--- config.mk ---
export PLATFORM = sky130hd
export DESIGN_NAME = sb_frame_config_loader
export DESIGN_NICKNAME = d
export VERILOG_FILES = /design/src/rtl/sb_cfg_pkg.sv /design/src/rtl/sb_cfg_addr_counter.sv /design/src/rtl/sb_frame_config_loader.sv
export SDC_FILE = /design/constraint.sdc
export NUM_CORES = 1
export LEC_CHECK = 0
export ABC_AREA = 1
export CORE_UTILIZATION = 52
export CTS_CLUSTER_DIAMETER = 200
export DETAILED_ROUTE_END_ITERATION = 16
export PLACE_DENSITY_LB_ADDON = 0.12
export SETUP_SLACK_MARGIN = 0.5
export SLEW_MARGIN = 20
export SYNTH_ARGS = -nofsm -noshare
export SYNTH_HDL_FRONTEND = slang
export SYNTH_SLANG_ARGS = --single-unit
--- constraint.sdc ---
create_clock -name prog_clk -period 1.7 [get_ports prog_clk]
set_input_delay 0.17 -clock prog_clk [delete_from_list [all_inputs] [get_ports prog_clk]]
set_output_delay 0.17 -clock prog_clk [all_outputs]
set_load 0.05 [all_outputs]
--- src/rtl/sb_cfg_pkg.sv ---
// Shared constants, block table, FSM states and address mapping
// for the sb_1__3_ configuration loader.
package sb_cfg_pkg;

    localparam int NUM_BLOCKS = 15;
    localparam int ADDR_W     = 7;
    localparam int TOTAL_BITS = 54;
    localparam int BLK_W      = 4;
    localparam int BIT_W      = 3;
    localparam int CNT_W      = 6;

    localparam logic [BIT_W-1:0] BITS_PER_BLOCK [NUM_BLOCKS] = '{
        3'd6, 3'd6, 3'd6, 3'd2, 3'd2, 3'd2, 3'd2, 3'd2,
        3'd2, 3'd2, 3'd2, 3'd2, 3'd6, 3'd6, 3'd6
    };

    typedef enum logic [2:0] {
        IDLE,
        WAIT_BIT,
        SETUP,
        STROBE,
        DONE
    } state_e;

    // address[0] is the MSB; 2-bit blocks only use address[0] for the bit
    function automatic logic [0:ADDR_W-1] cfg_addr(
        input logic [BLK_W-1:0] blk,
        input logic [BIT_W-1:0] bit_idx
    );
        logic [0:ADDR_W-1] a;
        a      = '0;
        a[3:6] = blk;
        if (BITS_PER_BLOCK[blk] == 3'd6) begin
            a[0:2] = bit_idx;
        end else begin
            a[0] = bit_idx[0];
        end
        return a;
    endfunction

endpackage

--- src/rtl/sb_cfg_addr_counter.sv ---
// Block/bit walker: steps through each block's bits, then to the
// next block, wrapping to block 0 after the last block.
module sb_cfg_addr_counter
    import sb_cfg_pkg::*;
(
    input  logic             clk,
    input  logic             rst_n,
    input  logic             clr,
    input  logic             adv,
    output logic [BLK_W-1:0] blk,
    output logic [BIT_W-1:0] bit_idx
);

    logic [BLK_W-1:0] blk_q, blk_d;
    logic [BIT_W-1:0] bit_q, bit_d;
    logic             last_bit;

    always_comb begin
        blk_d    = blk_q;
        bit_d    = bit_q;
        last_bit = (bit_q == BITS_PER_BLOCK[blk_q] - 3'd1);
        if (clr) begin
            blk_d = '0;
            bit_d = '0;
        end else if (adv) begin
            if (last_bit) begin
                bit_d = '0;
                blk_d = (blk_q == BLK_W'(NUM_BLOCKS - 1)) ? '0 : blk_q + BLK_W'(1);
            end else begin
                bit_d = bit_q + BIT_W'(1);
            end
        end
    end

    always_ff @(posedge clk or negedge rst_n) begin
        if (!rst_n) begin
            blk_q <= '0;
            bit_q <= '0;
        end else begin
            blk_q <= blk_d;
            bit_q <= bit_d;
        end
    end

    assign blk     = blk_q;
    assign bit_idx = bit_q;

    a_blk_range: assert property (
        @(posedge clk) disable iff (!rst_n) blk_q < BLK_W'(NUM_BLOCKS)
    );

endmodule

--- src/rtl/sb_frame_config_loader.sv ---
// Serial bitstream to {address, data, enable} write strobes for the
// sb_1__3_ switch block; one setup cycle precedes every strobe.
module sb_frame_config_loader
    import sb_cfg_pkg::*;
(
    input  logic              prog_clk,
    input  logic              pReset_n,
    input  logic              start,
    input  logic              cfg_bit,
    input  logic              cfg_valid,
    output logic              cfg_ready,
    output logic              enable,
    output logic [0:ADDR_W-1] address,
    output logic              data_out,
    output logic              busy,
    output logic              done,
    output logic [CNT_W-1:0]  bits_written
);

    state_e            state_q, state_d;
    logic [0:ADDR_W-1] address_q, address_d;
    logic              data_q, data_d;
    logic [CNT_W-1:0]  bw_q, bw_d;
    logic              cfg_ready_q, cfg_ready_d;
    logic              enable_q, enable_d;
    logic              busy_q, busy_d;
    logic              done_q, done_d;
    logic              cnt_clr, cnt_adv;
    logic [BLK_W-1:0]  blk;
    logic [BIT_W-1:0]  bit_idx;

    sb_cfg_addr_counter u_cnt (
        .clk     (prog_clk),
        .rst_n   (pReset_n),
        .clr     (cnt_clr),
        .adv     (cnt_adv),
        .blk     (blk),
        .bit_idx (bit_idx)
    );

    always_comb begin
        state_d   = state_q;
        address_d = address_q;
        data_d    = data_q;
        bw_d      = bw_q;
        cnt_clr   = 1'b0;
        cnt_adv   = 1'b0;
        unique case (state_q)
            IDLE: begin
                if (start) begin
                    state_d = WAIT_BIT;
                    cnt_clr = 1'b1;
                    bw_d    = '0;
                end
            end
            WAIT_BIT: begin
                if (cfg_valid && cfg_ready_q) begin
                    data_d    = cfg_bit;
                    address_d = cfg_addr(blk, bit_idx);
                    state_d   = SETUP;
                end
            end
            SETUP: state_d = STROBE;
            STROBE: begin
                cnt_adv = 1'b1;
                if (bw_q < CNT_W'(TOTAL_BITS)) begin
                    bw_d = bw_q + CNT_W'(1);
                end
                state_d = (bw_q == CNT_W'(TOTAL_BITS - 1)) ? DONE : WAIT_BIT;
            end
            DONE: state_d = IDLE;
            default: state_d = IDLE;
        endcase
        // outputs are registered from the next state
        cfg_ready_d = (state_d == WAIT_BIT);
        enable_d    = (state_d == STROBE);
        busy_d      = (state_d inside {WAIT_BIT, SETUP, STROBE});
        done_d      = (state_d == DONE);
    end

    always_ff @(posedge prog_clk or negedge pReset_n) begin
        if (!pReset_n) begin
            state_q     <= IDLE;
            address_q   <= '0;
            data_q      <= 1'b0;
            bw_q        <= '0;
            cfg_ready_q <= 1'b0;
            enable_q    <= 1'b0;
            busy_q      <= 1'b0;
            done_q      <= 1'b0;
        end else begin
            state_q     <= state_d;
            address_q   <= address_d;
            data_q      <= data_d;
            bw_q        <= bw_d;
            cfg_ready_q <= cfg_ready_d;
            enable_q    <= enable_d;
            busy_q      <= busy_d;
            done_q      <= done_d;
        end
    end

    assign cfg_ready    = cfg_ready_q;
    assign enable       = enable_q;
    assign address      = address_q;
    assign data_out     = data_q;
    assign busy         = busy_q;
    assign done         = done_q;
    assign bits_written = bw_q;

endmodule

======== Yosys cells after proc, flatten, opt, wreduce, memory -nomap -nowiden ========
Memories as Yosys holds them, arrays and structs flattened.
Cells that the tools add are included.
storage, ports and cells
  register bits ........................... 28
  bits in read-only memories .............. 48
  input port bits ......................... 5
  output and inout port bits .............. 18
  word-level logic and storage cells ...... 61
  memories kept ........................... 1
memories
  memory           words  width  read ports  clocked after Yosys merged registers in  wr ports  RTL line                   text
  (no name shown)  16     3      1           0                                        0         sb_cfg_addr_counter.sv:21  last_bit = (bit_q == BITS_PER_BLOCK[blk_q] - 3'd1);
operators by class
  add/sub/neg operators ................... 4
  magnitude comparators ................... 2
  eq/ne operators ......................... 13
  mux-type cells .......................... 21
  bitwise gates (word level) .............. 1
  reductions and logical operators ........ 9
operators by type and width
  kind                                                             count
  3-bit two-way mux                                                8
  4-bit two-way mux                                                4
  3-bit by 2-bit == test with 1-bit output, second input constant  4
  6-bit two-way mux                                                2
  3-bit case mux with 4 select lines                               1
  6-bit case mux with 2 select lines                               1
  6-bit by 1-bit adder with 6-bit output, second input constant    1
  3-bit by 1-bit == test with 1-bit output, second input constant  2
  3-bit == test, second input constant                             2
  6-bit == test, second input constant                             1
  6-bit less-than comparator, second input constant                1
  2-bit nonzero test                                               3
  5-bit greater-or-equal comparator, second input constant         1
  4-bit NOT with 5-bit output                                      1
  4-bit by 1-bit adder with 4-bit output, second input constant    1
  4-bit == test, second input constant                             1
  1-bit two-way mux                                                4
  2-bit != test, second input constant                             2
  2-bit AND reduction                                              2
  3-bit by 1-bit adder with 3-bit output, second input constant    1
  3-bit == test                                                    1
  3-bit logical NOT                                                1
  3-bit AND reduction                                              1
  3-bit nonzero test                                               1
  other kinds (3)                                                  3

======== Longest topological paths before layout ========
  depth in word-level cells ............... 9
  mapped depth ............................ 10

======== Modules after synthesis ========
Synthesis repeated with hierarchy kept, for this count alone.
unflattened totals
  cells, all modules ...................... 182
  area, all modules ....................... 1462.7 sq um
by module, submodules not included
  module                  instances  cells an instance  area an instance (sq um)  sequential area each (sq um)
  sb_frame_config_loader  1          123                1017.2                    525.5
  sb_cfg_addr_counter     1          59                 445.4                     175.2

======== Worst setup path before layout ========
No wires, ideal clock.
  path type ............................... reg-to-reg
  start point ............................. register bw_q[0], in the netlist bits_written[0]
  end point ............................... register bw_q[4], in the netlist bits_written[4]
  library setup time ...................... 0.118 ns
  arrival ................................. 1.366 ns
  path slack .............................. 0.216 ns
  stages on the path, launching flop included .. 8
  buffers on the path ..................... 0
  clock period less this slack ............ 1.484 ns
  cell sequence ........................... dfrtp_1 -> ha_1 -> nand2_1 -> nor2_1 -> xnor2_1 -> nor2_1 -> nand2_1 -> nand2_1
between the ends
  cells in the longest elaborated chain, start to end .. 3
  elaborated cells on any way between the ends .. 6
  those cells by class .................... 1 x add/sub; 1 x order compare; 1 x eq/ne; 2 x mux; 1 x reduce/logical
RTL lines
  what                                                                                         RTL line                                                    text
  from (decl)                                                                                  sb_frame_config_loader.sv:23                                logic [CNT_W-1:0] bw_q, bw_d;
  from (signal assigned)                                                                       sb_frame_config_loader.sv:95                                bw_q <= bw_d;
  6-bit by 1-bit adder with 6-bit output / 6-bit less-than comparator (equally long branches)  sb_frame_config_loader.sv:67, sb_frame_config_loader.sv:66
  6-bit two-way mux / 2-bit != test (equally long branches)                                    n/a
  6-bit case mux with 2 select lines / 3-bit AND reduction (equally long branches)             n/a
Parallel ways exist; a longest one is shown, timed or not. The select of a mux whose other input is x is not followed.
A chain may end at the register's enable or synchronous reset.

======== Final worst setup path ========
  start point ............................. register u_cnt.blk_q[0], in the netlist u_cnt.blk[0]
  end point ............................... register u_cnt.blk_q[2], in the netlist u_cnt.blk[2]
between the ends
  cells in the longest elaborated chain, start to end .. 8
  elaborated cells on any way between the ends .. 14
  those cells by class .................... 2 x add/sub; 2 x eq/ne; 6 x mux; 1 x bitwise; 2 x reduce/logical; 1 x memory
RTL lines
  what                                               RTL line                   text
  from (decl)                                        sb_cfg_addr_counter.sv:14  logic [BLK_W-1:0] blk_q, blk_d;
  from (signal assigned)                             sb_cfg_addr_counter.sv:40  blk_q <= blk_d;
  4-bit NOT with 5-bit output (not written as such)  sb_cfg_addr_counter.sv:21
  memory read 16 x 3 bit                             n/a
  3-bit two-way mux                                  n/a
  3-bit two-way mux (not written as such)            sb_cfg_addr_counter.sv:21
  3-bit by 1-bit subtractor with 3-bit output        sb_cfg_addr_counter.sv:21
  3-bit == test                                      sb_cfg_addr_counter.sv:21
  2-bit nonzero test (no source line)                n/a
  2-bit AND reduction (no source line)               n/a
Parallel ways exist; a longest one is shown, timed or not. The select of a mux whose other input is x is not followed.

==> flow_summary.json <==
{
  "outcome": "completed",
  "endpoint_kind": "flip-flop",
  "worstSetupStartpoint": "u_cnt.blk[0]$_DFFE_PN0P_",
  "maxSlewViolCount": 0,
  "cts_tree": "done",
  "ys_ff_latch": 28,
  "place_ws_ns": 0.274,
  "pwr_density_cell_nw_per_um2": 1750,
  "p_leak_uw": 0.00102,
  "synth_xor_area_frac": 0.0181,
  "hpwl_um": 1980,
  "htree_levels": 1,
  "hold_class": "input pin to async pin",
  "core-area_um2": 2570,
  "die-area_um2": 3010,
  "fillers": 151,
  "clockBufferDepth": 2,
  "grt_pass1_wl_um": 5340,
  "final_common_cell": "nand2_1",
  "die_h_um": 54.9,
  "synthAdderAreaFrac": 0.0431,
  "numCtsBuffers": 3,
  "antenna_found_initial": 0,
  "post-route-period-util": 0.782,
  "finalHoldViolations": 0,
  "worstMarginPinSlew_ns": 0.353,
  "r2r-start": "u_cnt.blk[0]$_DFFE_PN0P_",
  "io_buffers": 22,
  "drive_gt1_frac": 0.472,
  "die_x_um": 54.9,
  "slew_headroom": 0.764,
  "worst_clock_skew_ns": 0.00836,
  "postCtsHoldBufs": 0,
  "timing.fmax_mhz": 752,
  "synth-warning-count": 0,
  "drt_wl_total_um": 3610,
  "dp_cells": 226,
  "critical_path_class": "flip-flop to flip-flop",
  "grt_pass1_vias": 1181,
  "gp_congestion": 0.754,
  "grt_usage": 0.257,
  "cpPeakStageDelay_ns": 0.41,
  "synthesis.nets": 184,
  "firstDrtPassIters": 4,
  "fin_crit_ns": 1.33,
  "clkSlewWorstSetupHoldPaths_ns": 0.16,
  "drcViolationCount": 0,
  "cpLargestDelayFamily": "simple AND/OR/NAND/NOR gates",
  "crit_chain": "nand2_2 > ha_4 > inv_2 > nand2_2 > nand3_2 > nand3_4 > nand2_4 > nand2_4 > nand2_1 > nand2_1",
  "insertion_delay_ns": 0.34,
  "start_kind": "flip-flop",
  "grt_setup_unrepaired": "yes",
  "synthCells": 174,
  "wl_per_cell_um": 14.6,
  "maxCapViolCount": 0,
  "stdcell_count": 248,
  "synthSimpleGateAreaFrac": 0.325,
  "cp_slowest_cell": "dfrtp_1",
  "r2r_slack_ns": 0.37,
  "cp.buffers_inverters": 1,
  "ir_drop_uv": 1370,
  "vias": 1331,
  "nNetsFinal": 229,
  "drt_iter0_drc": 38,
  "yosysSeqAreaShare": 0.482,
  "grt-ovfl-total": 0,
  "avgSynthCellArea_um2": 8.35,
  "ioPinCount": 23,
  "setup_viol": 0,
  "worstPathMaxFanout": 5,
  "cp.required_ns": 1.95,
  "fin_setup_tns_ns": 0,
  "timing.final.ws_setup_ns": 0.371,
  "synth.mux.area_fraction": 0,
  "synthToLayoutAreaGrowth_pct": 41.3,
  "synth_top_family_by_area": "simple AND/OR/NAND/NOR gates",
  "rows": 18,
  "r2r_cells": 10,
  "initial_core_util": 0.566,
  "ant_nets": 0,
  "arrival_ns": 1.58,
  "diodes": 0,
  "worstReg2RegEnd": "u_cnt.blk[2]$_DFFE_PN0P_",
  "synth-compound-area-share": 0.0646,
  "viasPerCell": 5.37,
  "final_cell_mix": "nand2_1, buf_4, dfrtp_1",
  "grt_max_degree": 29,
  "synthDistinctLibCells": 24,
  "cts-root-buf": "clkbuf_4",
  "syn-cell-area_um2": 1450,
  "cts.sinks": 28
}
==> worst max path at each step <==
| stage | endpoint | slack [ns] | cells after the start |
|---|---|---|---|
| finish | u_cnt.blk[2]$_DFFE_PN0P_ | 0.37 | 10 |
| global route | bits_written[4]$_DFFE_PN0P_ | 0.31 | 7 |
| CTS | bits_written[0]$_DFFE_PN0P_ | 0.41 | 6 |
| detailed placement | u_cnt.blk[3]$_DFFE_PN0P_ | 0.27 | 10 |
| global placement | cfg_ready$_DFF_PN0_ | 0.32 | 4 |
| floorplan | bits_written[4]$_DFFE_PN0P_ | 0.41 | 7 |
==> final cells by class <==
| type | count | area (µm²) | share of cell area |
|---|---|---|---|
| well taps | 30 | 37.5 | 0.0183 |
| repair buffers | 39 | 294 | 0.143 |
| clock inverters | 1 | 30.0 | 0.0146 |
| flip-flops and latches | 28 | 712 | 0.347 |
| clock buffers | 3 | 22.5 | 0.0110 |
| inverters | 23 | 88.8 | 0.0433 |
| multi-input cells | 124 | 868 | 0.423 |
==> metrics by stage <==
| step | area [µm²] | util | hold WS, ns | total power [µW] |
|---|---|---|---|---|
| 6_report | 2050 | 0.800 | 0.177 | 3600 |
| 5_1_grt | 2050 | 0.800 | 0.224 | 3800 |
| 4_1_cts | 1890 | 0.737 | 0.187 | 3300 |
| 3_5_place_dp | 1700 | 0.664 | 0.468 | 2630 |
| 3_3_place_gp | 1700 | 0.664 | 0.461 | 2580 |
| 2_1_floorplan | 1470 | - | -0.126 | 2210 |
==> cells in the mapped netlist (all sizes together) <==
cell type	number	share of area
buf	1	0.0078
or2	1	0.0043
xnor2	1	0.0060
nor3	1	0.0069
xor2	2	0.012
a21oi	2	0.0069
nand2	64	0.18
dfrtp	28	0.48
nor2	14	0.043
o22ai	1	0.0043
nand4	6	0.026
inv	23	0.059
nand3	14	0.064
ha	5	0.043
o21ai	11	0.053
==> flip-flops by register name (all words and copies together), names as in the netlist <==
| register | cells |
|---|---|
| busy | 1 |
| data_out | 1 |
| done | 1 |
| enable | 1 |
| state_q | 3 |
| u_cnt.bit_idx | 3 |
| bits_written | 6 |
| u_cnt.blk | 4 |
| cfg_ready | 1 |
| address | 7 |
==> timing repair <==
action                     4_1_cts  5_1_grt
gates resized for setup         86       29
pin swaps                       10       12
setup endpoints to repair       37       33
cloned                           2        0
setup buffers                    9        7
==> kinds of logic after synthesis <==
kind of cell | after synthesis
flip-flops | 28
AND/OR/NAND/NOR | 100
AO/OA/AOI/OAI | 14
adder cells (fa/ha/maj) | 5
buffers and inverters | 24
XOR/XNOR | 3
==> layer usage <==
| metal | share of wire | vias to the layer above | GRT usage | wire [µm] |
|---|---|---|---|---|
| met5 | 0 | - | 0 | 0 |
| met4 | 0.024 | 0 | 0.0940 | 88 |
| met3 | 0.050 | 11 | 0.0250 | 180 |
| met2 | 0.51 | 49 | 0.464 | 1860 |
| met1 | 0.41 | 630 | 0.310 | 1490 |
| li1 | - | 641 | - | - |
==> where the power goes <==
group / total [µW] / switching (µW) / internal (µW) / leakage [µW]
Sequential: 1060 / 187 / 875 / 0.000354
Clock: 447 / 208 / 239 / 0.0000279
Combinational: 2090 / 1370 / 717 / 0.000642
Total: 3600 / 1770 / 1830 / 0.00102
No activity file was read; power rests on OpenSTA's default activity.
==> RTL edit 1: new RTL, config.mk and constraints unchanged <==
Reset style: synchronous (`pReset_n` and `rst_n`), changed in 2 clocked blocks.
--- a/src/rtl/sb_cfg_addr_counter.sv
+++ b/src/rtl/sb_cfg_addr_counter.sv
@@ -34,3 +34,3 @@
 
-    always_ff @(posedge clk or negedge rst_n) begin
+    always_ff @(posedge clk) begin
         if (!rst_n) begin
--- a/src/rtl/sb_frame_config_loader.sv
+++ b/src/rtl/sb_frame_config_loader.sv
@@ -80,3 +80,3 @@
 
-    always_ff @(posedge prog_clk or negedge pReset_n) begin
+    always_ff @(posedge prog_clk) begin
         if (!pReset_n) begin
Check against the original RTL: differs if pReset_n is asserted again (counterexample within 4 cycles, from zero or initial values and one cycle with pReset_n low); with pReset_n held inactive, the same outputs for 10 cycles.
==> RTL edit 1 against the original RTL <==
- final area fell by 13%
- non-clock buffer count decreased by 7
- worst setup slack better by 70 ps
- routed wire length fell by 9.8%
- clock skew rose by 1.9 ps
- sequential share of layout area decreased by 1.1 points
- die area down 13%
- utilization down 0.25 points
- highest routed layer unchanged
- area after synthesis down 14%
- fmax grew 5.6%
- sequential cell count did not move
Power is not compared: it rests on default switching activity, and its combinational part moved more than twofold at a synthesized area within 25%.
==> RTL edit 1: results (changes against the original RTL) <==
| Metric | Value |
|---|---|
| Cts repair resizes | `99 (+15%)` |
| Min-delay worst type | `in -> reg` |
| Layout Skew | `10.27 ps (+1.904 ps)` |
| DP Area | `0.001530 sq mm (-10%)` |
| Worst hold margin | `411.4 ps (+234.8 ps)` |
| Routed len/inst | `13.87 microns (-4.8%)` |
| Post-synthesis average cell area | `7.282 sq um (-13%)` |
| GPL Wtd Cong | `0.8537 (+13%)` |
| Design area | `0.001780 sq mm (-13%)` |
| Post-Synth XOR/XNOR Area | `0 (-0.01809)` |
| Ys flop type | `dfxtp_1` |
| Critical path's slowest cell | `dfxtp_4` |
| Status | `finished, final reports clean` |
| Global-route wire length before repair | `5154 microns (-3.5%)` |
| GRT Overall Usage | `0.2623 (+0.005421)` |
| Internal | `910.9 uW` |
| Number of setup buffers added after CTS | `4 (-5)` |
| Drt initial violations | `18 (-53%)` |
| Crit-path max FO | `6 (+1)` |
| Compound-gate portion of the synthesized area | `0.1399 (+0.07526)` |
| Syn_nets | `180 (-2.2%)` |
| Worst EP arrival | `1500 ps (-80 ps)` |
| Reg2Reg Setup Slack | `440 ps (+70 ps)` |
| Clk root buf | `clkbuf_4` |
| Layout net count | `216 (-5.7%)` |
| Netlist cell types | `21 (-13%)` |
| Number of global-route vias before repair | `1212 (+2.6%)` |
| Sequential share of the synthesized area | `0.4476 (-0.03479)` |
| Worst slew pin tran | `313.2 ps (-40.10 ps)` |
| Place WS | `116.2 ps (-157.4 ps)` |
| Finished Layout Cells | `235 (-5.2%)` |
| Adder-cell area share of the yosys netlist | `0.02997 (-0.01310)` |
| Vias post-DR | `1273 (-4.4%)` |
| Post-synth ARST share | `0 (-1.000)` |
| Filler cell count | `160 (+6.0%)` |
| Drt first pass iters | `4 (unchanged)` |
| Pleak | `0.0007418 uW` |
| Layout cells sized above 1 | `0.4493 (-0.02320)` |
| Max Clk Rate | `0.7945 GHz (+5.6%)` |
| Post-DP HPWL | `2076 microns (+4.7%)` |
| CTS max path bufs | `2 (unchanged)` |
| Post-synthesis mux area share | `0 (unchanged)` |
| Top area cells in the synthesized netlist | `dfxtp_1, nand2_1, a21oi_1, nor2_1, nand3_1` |
| Synth top cells by count | `nand2_1, dfxtp_1, a21oi_1, nor2_1, inv_1` |
| Largest net degree at the start of global routing | `17 (-41%)` |
| Max stage delay on crit path | `390 ps (-20 ps)` |
| Ys Warns | `0 (unchanged)` |
| Port-buffer cells | `22 (unchanged)` |
-- RTL edit 1: cell count changes after synthesis, sizes merged, moves of 3 or more --
cell,change
a21oi,+18
dfrtp,-28
dfxtp,+28
inv,-3
nand2,-27
nand4,-3
nor2,+7
nor3,+5
o21ai,+4
-- RTL edit 1: kinds of logic after synthesis --
kind of cell / Yosys count
simple gates: 83
compound gates: 35
flops: 28
buf+inv: 23
fa+ha+maj: 3
-- RTL edit 1: area by class of cell --
class,count,area share
clock buffers,4,0.02670
inverters,21,0.04989
multi-input cells,122,0.4406
flip-flops and latches,28,0.3359
well taps,28,0.01968
repair buffers,32,0.1272
-- RTL edit 1: path summary, 6_finish.rpt --
| kind | end | cells after the start | startpoint |
|---|---|---|---|
| min | data_out | 3 | cfg_bit |
| min reg2reg | address[1] | 2 | address[1] |
| max reg2reg | address[6] | 6 | state_q[2] |
| max | address[6] | 6 | state_q[2] |
-- RTL edit 1: power groups by stage --
| stage | Sequential (uW) | Clock [uW] | Combinational [uW] |
|---|---|---|---|
| 2_1_floorplan | 760 | 0 | 69.0 |
| 3_5_place_dp | 707 | 0 | 181 |
| 5_1_grt | 696 | 409 | 212 |
| 6_report | 693 | 387 | 196 |
| 3_3_place_gp | 706 | 0 | 178 |
| 4_1_cts | 691 | 383 | 179 |
-- RTL edit 1: routing by layer --
metal | GRT usage | share of wire | up-vias
met4 | 0.1296 | 0.032 | 0
met2 | 0.4737 | 0.52 | 34
li1 | - | - | 641
met3 | 0.02976 | 0.036 | 13
met5 | 0 | 0 | -
met1 | 0.3019 | 0.41 | 585
-- RTL edit 1: critical path, delay by kind of cell, from the launching register on --
| family | cells | cell delay [ps] |
|---|---|---|
| AOI/OAI and AO/OA | 1 | 40 |
| buffers and inverters | 3 | 380 |
| DFF | 1 | 390 |
| and+or+nand+nor | 2 | 370 |
==> RTL edit 2: new RTL, config.mk and constraints unchanged <==
Made on the original files. Change the package constant `ADDR_W` from 7 to 9.
--- a/src/rtl/sb_cfg_pkg.sv
+++ b/src/rtl/sb_cfg_pkg.sv
@@ -5,3 +5,3 @@
     localparam int NUM_BLOCKS = 15;
-    localparam int ADDR_W     = 7;
+    localparam int ADDR_W     = 9;
     localparam int TOTAL_BITS = 54;
Ports: changed (resized address); port bits go from 23 to 25. No check against the original RTL was run, so the function may have changed too.
==> RTL edit 2 against the original RTL <==
- clock power down 27%
- final area up 4.9%
- non-clock buffer count up 4
- via count down 0.38%
- count of clock-buffer cells in the layout up 1
- sequential cell count unchanged
- clock skew up 3.6 ps
- area after synthesis up 1.8%
- worst setup slack worse by 10 ps
- total power up 0.94%
- routed wire length up 4.0%
- largest cell class unchanged
==> RTL edit 2: results (changes against the original RTL) <==
| Metric | Value |
|---|---|
| Synth top cells by count | `nand2_1, dfrtp_1, inv_1` |
| H-tree depth | `1 (unchanged)` |
| GPL Wtd Cong | `0.8180 (+8.5%)` |
| Layout Skew | `11.98 ps (+3.621 ps)` |
| Netlist cell types | `28 (+17%)` |
| Reg2Reg Setup Slack | `360 ps` |
| Min-delay worst type | `in -> async` |
| Initial antenna violation count | `0 (unchanged)` |
| Pleak | `0.001074 uW (+5.0%)` |
| CTS max path bufs | `2 (unchanged)` |
| Syn Inst Count | `175 (+0.57%)` |
| Drt initial violations | `38 (unchanged)` |
| TritonCTS Buffers | `3 (unchanged)` |
| Largest net degree at the start of global routing | `29 (unchanged)` |
| Post-synth ARST share | `1.000 (unchanged)` |
| Reg-to-Reg End | `bits_written[3]` |
| Place WS | `302.6 ps (+29.04 ps)` |
| Top area cells in the synthesized netlist | `dfrtp_1, nand2_1, inv_1, ha_1, o21ai_2` |
| Hold Fails Final Rpt | `0 (unchanged)` |
| Peak supply drop | `1.327 mV (-3.1%)` |
| Antenna diodes | `0 (unchanged)` |
| Status | `finished, final reports clean` |
| Cts repair resizes | `92 (+7.0%)` |
| Port-buffer cells | `22 (unchanged)` |
| Ys Warns | `0 (unchanged)` |
| Filler cell count | `150 (-0.66%)` |
| Routed len/inst | `14.98 microns (+2.8%)` |
| Finished Layout Cells | `251 (+1.2%)` |
| Drt first pass iters | `4 (unchanged)` |
| DP Area | `0.001738 sq mm (+2.0%)` |
| Cells after DPL | `226 (unchanged)` |
| Sequential share of the synthesized area | `0.4738 (-0.008570)` |
| Number of setup buffers added after CTS | `12 (+3)` |
| Post-DP HPWL | `2071 microns (+4.4%)` |
| Clock transition at path regs | `150 ps` |
| Worst hold margin | `201.7 ps (+25.09 ps)` |
| Clk root buf | `clkbuf_4` |
| Crit-path max FO | `7 (+2)` |
| Worst EP arrival | `1590 ps` |
| Vias post-DR | `1326 (-0.38%)` |
| RR Startpoint | `state_q[1]` |
| Max reg flops | `7 (unchanged)` |
| GRT Overall Usage | `0.2291 (-0.02773)` |
| R2R cell count | `7 (-3)` |
| Layout cells sized above 1 | `0.5294 (+0.05693)` |
| Skew-Pair Late Insertion Delay | `330 ps` |
| Global-route wire length before repair | `5616 microns (+5.2%)` |
[RTL edit 2: changes by cell type after synthesis, sizes merged]
cell,before,now
buf,1,3
clkinv,0,1
conb,0,1
inv,23,22
nand2,64,62
nand3,14,13
nand4,6,4
nor2,14,13
o21ai,11,14
o21bai,0,1
[RTL edit 2: cell type report]
class	instances	area, sq um	share of cell area
Sequential cell	28	711.9	0.3306
Multi-Input combinational cell	123	908.4	0.4218
Inverter	23	96.34	0.04474
Timing Repair Buffer	43	362.8	0.1685
Clock buffer	4	36.28	0.01685
Tap cell	30	37.54	0.01743
[RTL edit 2: how the worst max path moves through the flow]
stage	startpoint	endpoint	slack [ps]	cells after the start
final	state_q[1]	bits_written[3]	360	7
after global routing	bits_written[2]	bits_written[3]	280	6
after CTS	state_q[2]	bits_written[3]	410	7
after detailed placement	state_q[1]	cfg_ready	300	4
after global placement	start	u_cnt.blk[1]	330	6
after floorplan	bits_written[1]	bits_written[4]	430	7
[RTL edit 2: critical path: stages (launching register included)]
cell	delay [ps]
dfrtp_2	480
nor2_4	130
nand3_4	170
nand2_4	160
nand2_8	110
inv_8	90
nand2_4	50
o21ai_2	70
[RTL edit 2: cell families (layout without fill, tap and decap cells)]
family,count (synthesis),after routing,synth area share
adders and majority gates,5,5,0.04230
and+or+nand+nor,94,95,0.3054
xor gates and xnor gates,3,3,0.01777
DFF,28,28,0.4738
buffers and inverters,26,70,0.07698
other,1,2,0.002536
AOI/OAI and AO/OA,18,18,0.08122
[RTL edit 2: routing by layer]
layer  global-route usage  wire length [microns]
met1               0.2855                   1542
met2               0.3993                   1949
met5                    0                      0
met4              0.09286                    129
met3              0.03044                    137
[RTL edit 2: power breakdown]
part	leakage (uW)	internal, uW	switching (uW)
clock network	0.0000210	131	196
logic	0.000699	825	1410
registers	0.000354	876	193
total	0.00107	1830	1800
